===== src/rtl/ic_tester_pkg.sv =====
// Device table for the 74xx IC tester: codes, truth tables, pin masks and
// the mapping from (device code, vector index) to the GPIO drive word.
package ic_tester_pkg;

    localparam logic [3:0] CODE_NAND = 4'd0;
    localparam logic [3:0] CODE_AND  = 4'd1;
    localparam logic [3:0] CODE_OR   = 4'd2;
    localparam logic [3:0] CODE_XOR  = 4'd3;
    localparam logic [3:0] CODE_XNOR = 4'd4;
    localparam logic [3:0] CODE_NOR  = 4'd5;
    localparam logic [3:0] CODE_NOT  = 4'd6;
    localparam logic [3:0] VALID_MAX = 4'd6;

    // gpio index = DIP pin - 1; GND (6) and VCC (13) appear in no mask
    localparam logic [13:0] GATE_A_MASK   = 14'h0909;
    localparam logic [13:0] GATE_B_MASK   = 14'h1212;
    localparam logic [13:0] GATE_OUT_MASK = 14'h04A4;
    localparam logic [13:0] NOR_A_MASK    = 14'h0492;
    localparam logic [13:0] NOR_B_MASK    = 14'h0924;
    localparam logic [13:0] NOR_OUT_MASK  = 14'h1209;
    localparam logic [13:0] NOT_IN_MASK   = 14'h1515;
    localparam logic [13:0] NOT_OUT_MASK  = 14'h0AAA;

    typedef enum logic [2:0] {IDLE, DRIVE, SETTLE, SAMPLE, DONE} state_t;

    // Bit v holds the expected output level for vector v.
    function automatic logic [3:0] exp_table(input logic [3:0] code);
        case (code)
            CODE_NAND: exp_table = 4'b0111;
            CODE_AND:  exp_table = 4'b1000;
            CODE_OR:   exp_table = 4'b1110;
            CODE_XOR:  exp_table = 4'b0110;
            CODE_XNOR: exp_table = 4'b1001;
            CODE_NOR:  exp_table = 4'b0001;
            CODE_NOT:  exp_table = 4'b0101;
            default:   exp_table = 4'b0000;
        endcase
    endfunction

    function automatic logic [13:0] in_mask(input logic [3:0] code);
        if (code <= CODE_XNOR)
            in_mask = GATE_A_MASK | GATE_B_MASK;
        else if (code == CODE_NOR)
            in_mask = NOR_A_MASK | NOR_B_MASK;
        else if (code == CODE_NOT)
            in_mask = NOT_IN_MASK;
        else
            in_mask = 14'd0;
    endfunction

    function automatic logic [13:0] out_mask(input logic [3:0] code);
        if (code <= CODE_XNOR)
            out_mask = GATE_OUT_MASK;
        else if (code == CODE_NOR)
            out_mask = NOR_OUT_MASK;
        else if (code == CODE_NOT)
            out_mask = NOT_OUT_MASK;
        else
            out_mask = 14'd0;
    endfunction

    // A = v[1], B = v[0] on every gate; the inverter only sees v[0].
    function automatic logic [13:0] drive_word(input logic [3:0] code, input logic [1:0] v);
        logic [13:0] a_word;
        logic [13:0] b_word;
        a_word = {14{v[1]}};
        b_word = {14{v[0]}};
        if (code <= CODE_XNOR)
            drive_word = (a_word & GATE_A_MASK) | (b_word & GATE_B_MASK);
        else if (code == CODE_NOR)
            drive_word = (a_word & NOR_A_MASK) | (b_word & NOR_B_MASK);
        else if (code == CODE_NOT)
            drive_word = b_word & NOT_IN_MASK;
        else
            drive_word = 14'd0;
    endfunction

endpackage


===== src/rtl/ic_pin_sync.sv =====
// Two-flop synchronizer bringing the asynchronous GPIO read-back into clk.
module ic_pin_sync #(
    parameter int W = 14
) (
    input  logic         clk,
    input  logic         rst,
    input  logic [W-1:0] d,
    output logic [W-1:0] q
);

    logic [W-1:0] meta;

    always_ff @(posedge clk) begin
        if (rst) begin
            meta <= '0;
            q    <= '0;
        end else begin
            meta <= d;
            q    <= meta;
        end
    end

endmodule


===== src/rtl/ic_test_sequencer.sv =====
// Functional tester for one 14-pin 74xx IC: drives 4 vectors, samples outputs.
// Build option STOP_ON_FAIL_EN: end the test at the first mismatching vector.
module ic_test_sequencer
    import ic_tester_pkg::*;
#(
    parameter int SETTLE_CYCLES = 50,
    parameter int NUM_VECTORS   = 4
) (
    input  logic        clk,
    input  logic        rst,
    input  logic        start,
    input  logic [3:0]  number,
    input  logic [13:0] pin_in,
    output logic [13:0] pin_out,
    output logic [13:0] pin_oe,
    output logic        busy,
    output logic        done,
    output logic        pass,
    output logic [3:0]  fail_mask,
    output logic [13:0] fail_pins
);

    localparam int CW = $clog2(SETTLE_CYCLES + 1);
    localparam logic [CW-1:0] SETTLE_LAST = CW'(SETTLE_CYCLES - 1);
    localparam logic [1:0]    LAST_VEC    = 2'(NUM_VECTORS - 1);

    state_t        state;
    logic [3:0]    code;
    logic [1:0]    vec;
    logic [CW-1:0] settle_cnt;
    logic [13:0]   pin_sync;

    logic [3:0]    exp_bits;
    logic [13:0]   exp_word;
    logic [13:0]   mismatch;
    logic [3:0]    fail_mask_nxt;
    logic          last_sample;

    ic_pin_sync #(.W(14)) u_sync (
        .clk (clk),
        .rst (rst),
        .d   (pin_in),
        .q   (pin_sync)
    );

    // Every output pin of the device shares one expected level per vector.
    always_comb begin
        exp_bits      = exp_table(code);
        exp_word      = exp_bits[vec] ? out_mask(code) : 14'd0;
        mismatch      = (pin_sync ^ exp_word) & out_mask(code);
        fail_mask_nxt = (|mismatch) ? (fail_mask | (4'b0001 << vec)) : fail_mask;
`ifdef STOP_ON_FAIL_EN
        last_sample   = (vec == LAST_VEC) || (|mismatch);
`else
        last_sample   = (vec == LAST_VEC);
`endif
    end

    // start is a one-cycle request honoured only in IDLE; done marks the
    // single cycle spent in DONE, and busy drops on the following edge.
    always_ff @(posedge clk) begin
        if (rst) begin
            state      <= IDLE;
            code       <= 4'd0;
            vec        <= 2'd0;
            settle_cnt <= '0;
            pin_out    <= 14'd0;
            pin_oe     <= 14'd0;
            busy       <= 1'b0;
            done       <= 1'b0;
            pass       <= 1'b0;
            fail_mask  <= 4'd0;
            fail_pins  <= 14'd0;
        end else begin
            done <= 1'b0;
            case (state)
                IDLE: begin
                    if (start) begin
                        code      <= number;
                        vec       <= 2'd0;
                        fail_mask <= 4'd0;
                        fail_pins <= 14'd0;
                        pass      <= 1'b0;
                        busy      <= 1'b1;
                        if (number > VALID_MAX) begin
                            state <= DONE;
                            done  <= 1'b1;
                        end else begin
                            state <= DRIVE;
                        end
                    end
                end
                DRIVE: begin
                    pin_out    <= drive_word(code, vec);
                    pin_oe     <= in_mask(code);
                    settle_cnt <= '0;
                    state      <= SETTLE;
                end
                SETTLE: begin
                    if (settle_cnt == SETTLE_LAST)
                        state <= SAMPLE;
                    else
                        settle_cnt <= settle_cnt + 1'b1;
                end
                SAMPLE: begin
                    fail_mask <= fail_mask_nxt;
                    fail_pins <= fail_pins | mismatch;
                    if (last_sample) begin
                        state   <= DONE;
                        done    <= 1'b1;
                        pass    <= (fail_mask_nxt == 4'd0);
                        pin_out <= 14'd0;
                        pin_oe  <= 14'd0;
                    end else begin
                        vec   <= vec + 1'b1;
                        state <= DRIVE;
                    end
                end
                DONE: begin
                    busy  <= 1'b0;
                    state <= IDLE;
                end
                default: state <= IDLE;
            endcase
        end
    end

endmodule


===== config.mk =====
export PLATFORM = sky130hd
export DESIGN_NAME = ic_test_sequencer
export DESIGN_NICKNAME = d
export VERILOG_FILES = /design/src/rtl/ic_tester_pkg.sv /design/src/rtl/ic_pin_sync.sv /design/src/rtl/ic_test_sequencer.sv
export SDC_FILE = /design/constraint.sdc
export NUM_CORES = 1
export LEC_CHECK = 0
export CORE_UTILIZATION = 54
export DETAILED_ROUTE_END_ITERATION = 8
export PLACE_DENSITY_LB_ADDON = 0.3
export SYNTH_ARGS = -nofsm -noshare
export SYNTH_HDL_FRONTEND = slang
export SYNTH_HIERARCHICAL = 1
export SYNTH_SLANG_ARGS = --single-unit

===== constraint.sdc =====
create_clock -name clk -period 3.5 [get_ports clk]
set_input_delay 0.525 -clock clk [delete_from_list [all_inputs] [get_ports clk]]
set_output_delay 0.525 -clock clk [all_outputs]
set_load 0.02 [all_outputs]

==> results by group <==
Status
  • Status: finished clean

Worst setup path
  • Crit-path leading delay family: compound AO/OA/AOI/OAI gates
  • Signal arrival time at the worst endpoint: around 3200 ps
  • Crit-path max FO: 16
  • CP Cell Sequence: nand2b_1 -> o32ai_2 -> a2111oi_4 -> mux2i_1 -> nor4_1 -> and3_2 -> o21ai_0
  • CP max stage delay: about 980 ps
  • CP Launch Type: register
  • Bufs and invs on worst path: 0
  • Worst EP required: 3730 ps
  • Slowest stage cell, crit path: a2111oi_4
  • Crit end category: register
  • Critical path class: register to register

Detailed routing
  • Wire per inst: 13.0 um
  • Routed via count: roughly 2,400
  • TritonRoute pass-1 iters: 4
  • Drt initial violations: 121
  • WL final: 5.85 mm
  • DRC: 0
  • Vias/cell: 5.36
  • Antenna Nets Post-Route: 0

Power
  • Power Total: 1.67 mW
  • Leakage Power: 1.35 nW
  • Pwr Density: 453 nW/um^2
  • Worst VDD drop: 0.356 mV

Floorplanning
  • Total die area: 5900 um^2
  • Core area: between 5000 and 6000 um^2
  • Starting Density: 0.577
  • Die H: about 77 um
  • Num rows: 26
  • I/O Pins: 70
  • Die extent in x: 76.8 um

Flow run
  • Max cap viols: 0

Place
  • Routability cong.: 0.789
  • Port Buffers: 57
  • DP HPWL: 4.08 mm
  • Placed cell area: 3500 um^2

CTS
  • Clk Latency, worst-skew pair: 350 ps
  • Clk buf depth: 2
  • Clk root buf: clkbuf_8
  • H-tree Lvls: 3
  • Worst-path clk slew: 70 ps
  • Post-CTS Setup Inserts: 0
  • CTS tree: built
  • Hold Buf Count CTS: 0
  • CTS buffer count: 9
  • Post_cts resized: 0
  • Clock Sinks: 70

Timing
  • Final Hold Viols: 0
  • Slew HR: 0.286
  • Final Setup Violations: 0
  • Period utilization: 0.852
  • Max Freq: about 0.34 GHz
  • RSZ-0062 raised after global routing: no
  • Slew Limit Fails: 0
  • Max Clock Skew: between 7 and 8 ps
  • Slew @ Worst Pin: around 1100 ps
  • Setup TNS Final: 0 ps
  • Post-route minimum period: 2980 ps

Finish
  • Post-route cell area: approximately 3700 um^2
  • Fillers: 426
  • Layout cell share with drive strength beyond 1: 0.0871
  • Area growth, synth to finish: 21.6%
  • Nets: about 400
  • Core Util, Final: 0.702
  • Inserted Diodes: 0
  • Commonest non-fill, non-tap cell in the layout: dfxtp_1
  • Most frequent cells in the layout: dfxtp_1 (70), clkdlybuf4s50_1 (56), nand2_1 (36)

Synth
  • Warnings from Yosys: 6
  • Mapped Cells: 332
  • Synth Area per Inst: approximately 9.1 um^2
  • Post-Synthesis Cell Area: just over 3000 um^2

Global route
  • Gr ovfl total: 0
  • Pin count of the biggest net entering global routing: 48
  • First-pass GRT wire length: 10.0 mm
  • Vias in the first global route: 2,194
  • Initial antenna violation count: 0
  • GR Util All Layers: 0.217

Min path
  • Min-Delay Path Class: register to register
==> layer usage <==
metal | vias up | track usage | wire (um)
met5 | - | 0 | 0
met4 | 0 | 0.0942 | 89
met3 | 11 | 0.0798 | 300
met2 | 70 | 0.361 | 2910
met1 | 1116 | 0.250 | 2540
li1 | 1210 | - | -
==> power by group <==
group	internal (mW)	switching (mW)	leakage, nW	total [mW]
registers	0.823	0.0254	0.570	0.849
logic	0.100	0.136	0.692	0.237
clock network	0.306	0.274	0.0914	0.580
==> final timing paths <==
check | startpoint | endpoint | slack [ps] | cells after the start
max | vec[0] | fail_mask[0] | 520 | 7
min | u_sync/meta[10] | u_sync/q[10] | 430 | 1
max reg2reg | vec[0] | fail_mask[0] | 520 | 7
min reg2reg | u_sync/meta[10] | u_sync/q[10] | 430 | 1
==> metrics by stage <==
stage               hold WS (ps)  instances  worst slack, ps
floorplan                    414        339             1280
global placement             417        435              617
detailed placement           420        435              565
CTS                          429        449              539
global route                 449        449              251
finish                       427        449              518
==> layout make-up <==
cell class	instances	area, um^2	share of cell area
multi-input combinational	230	1410	0.382
sequential	70	1400	0.381
timing repair buffer	60	588	0.160
clock buffer	13	169	0.0460
tap	70	87.6	0.0238
inverter	5	18.8	0.00511
clock inverter	1	5.00	0.00136
==> registers in the layout, summed over array words and instances (netlist names) <==
signal       cells
busy             1
done             1
vec              2
settle_cnt       6
fail_mask        4
pin_oe           6
pin_out         12
u_sync/meta     10
u_sync/q        10
state            3
pass             1
fail_pins       10
code             4
Note: power is estimated with default switching activity, not from simulation.
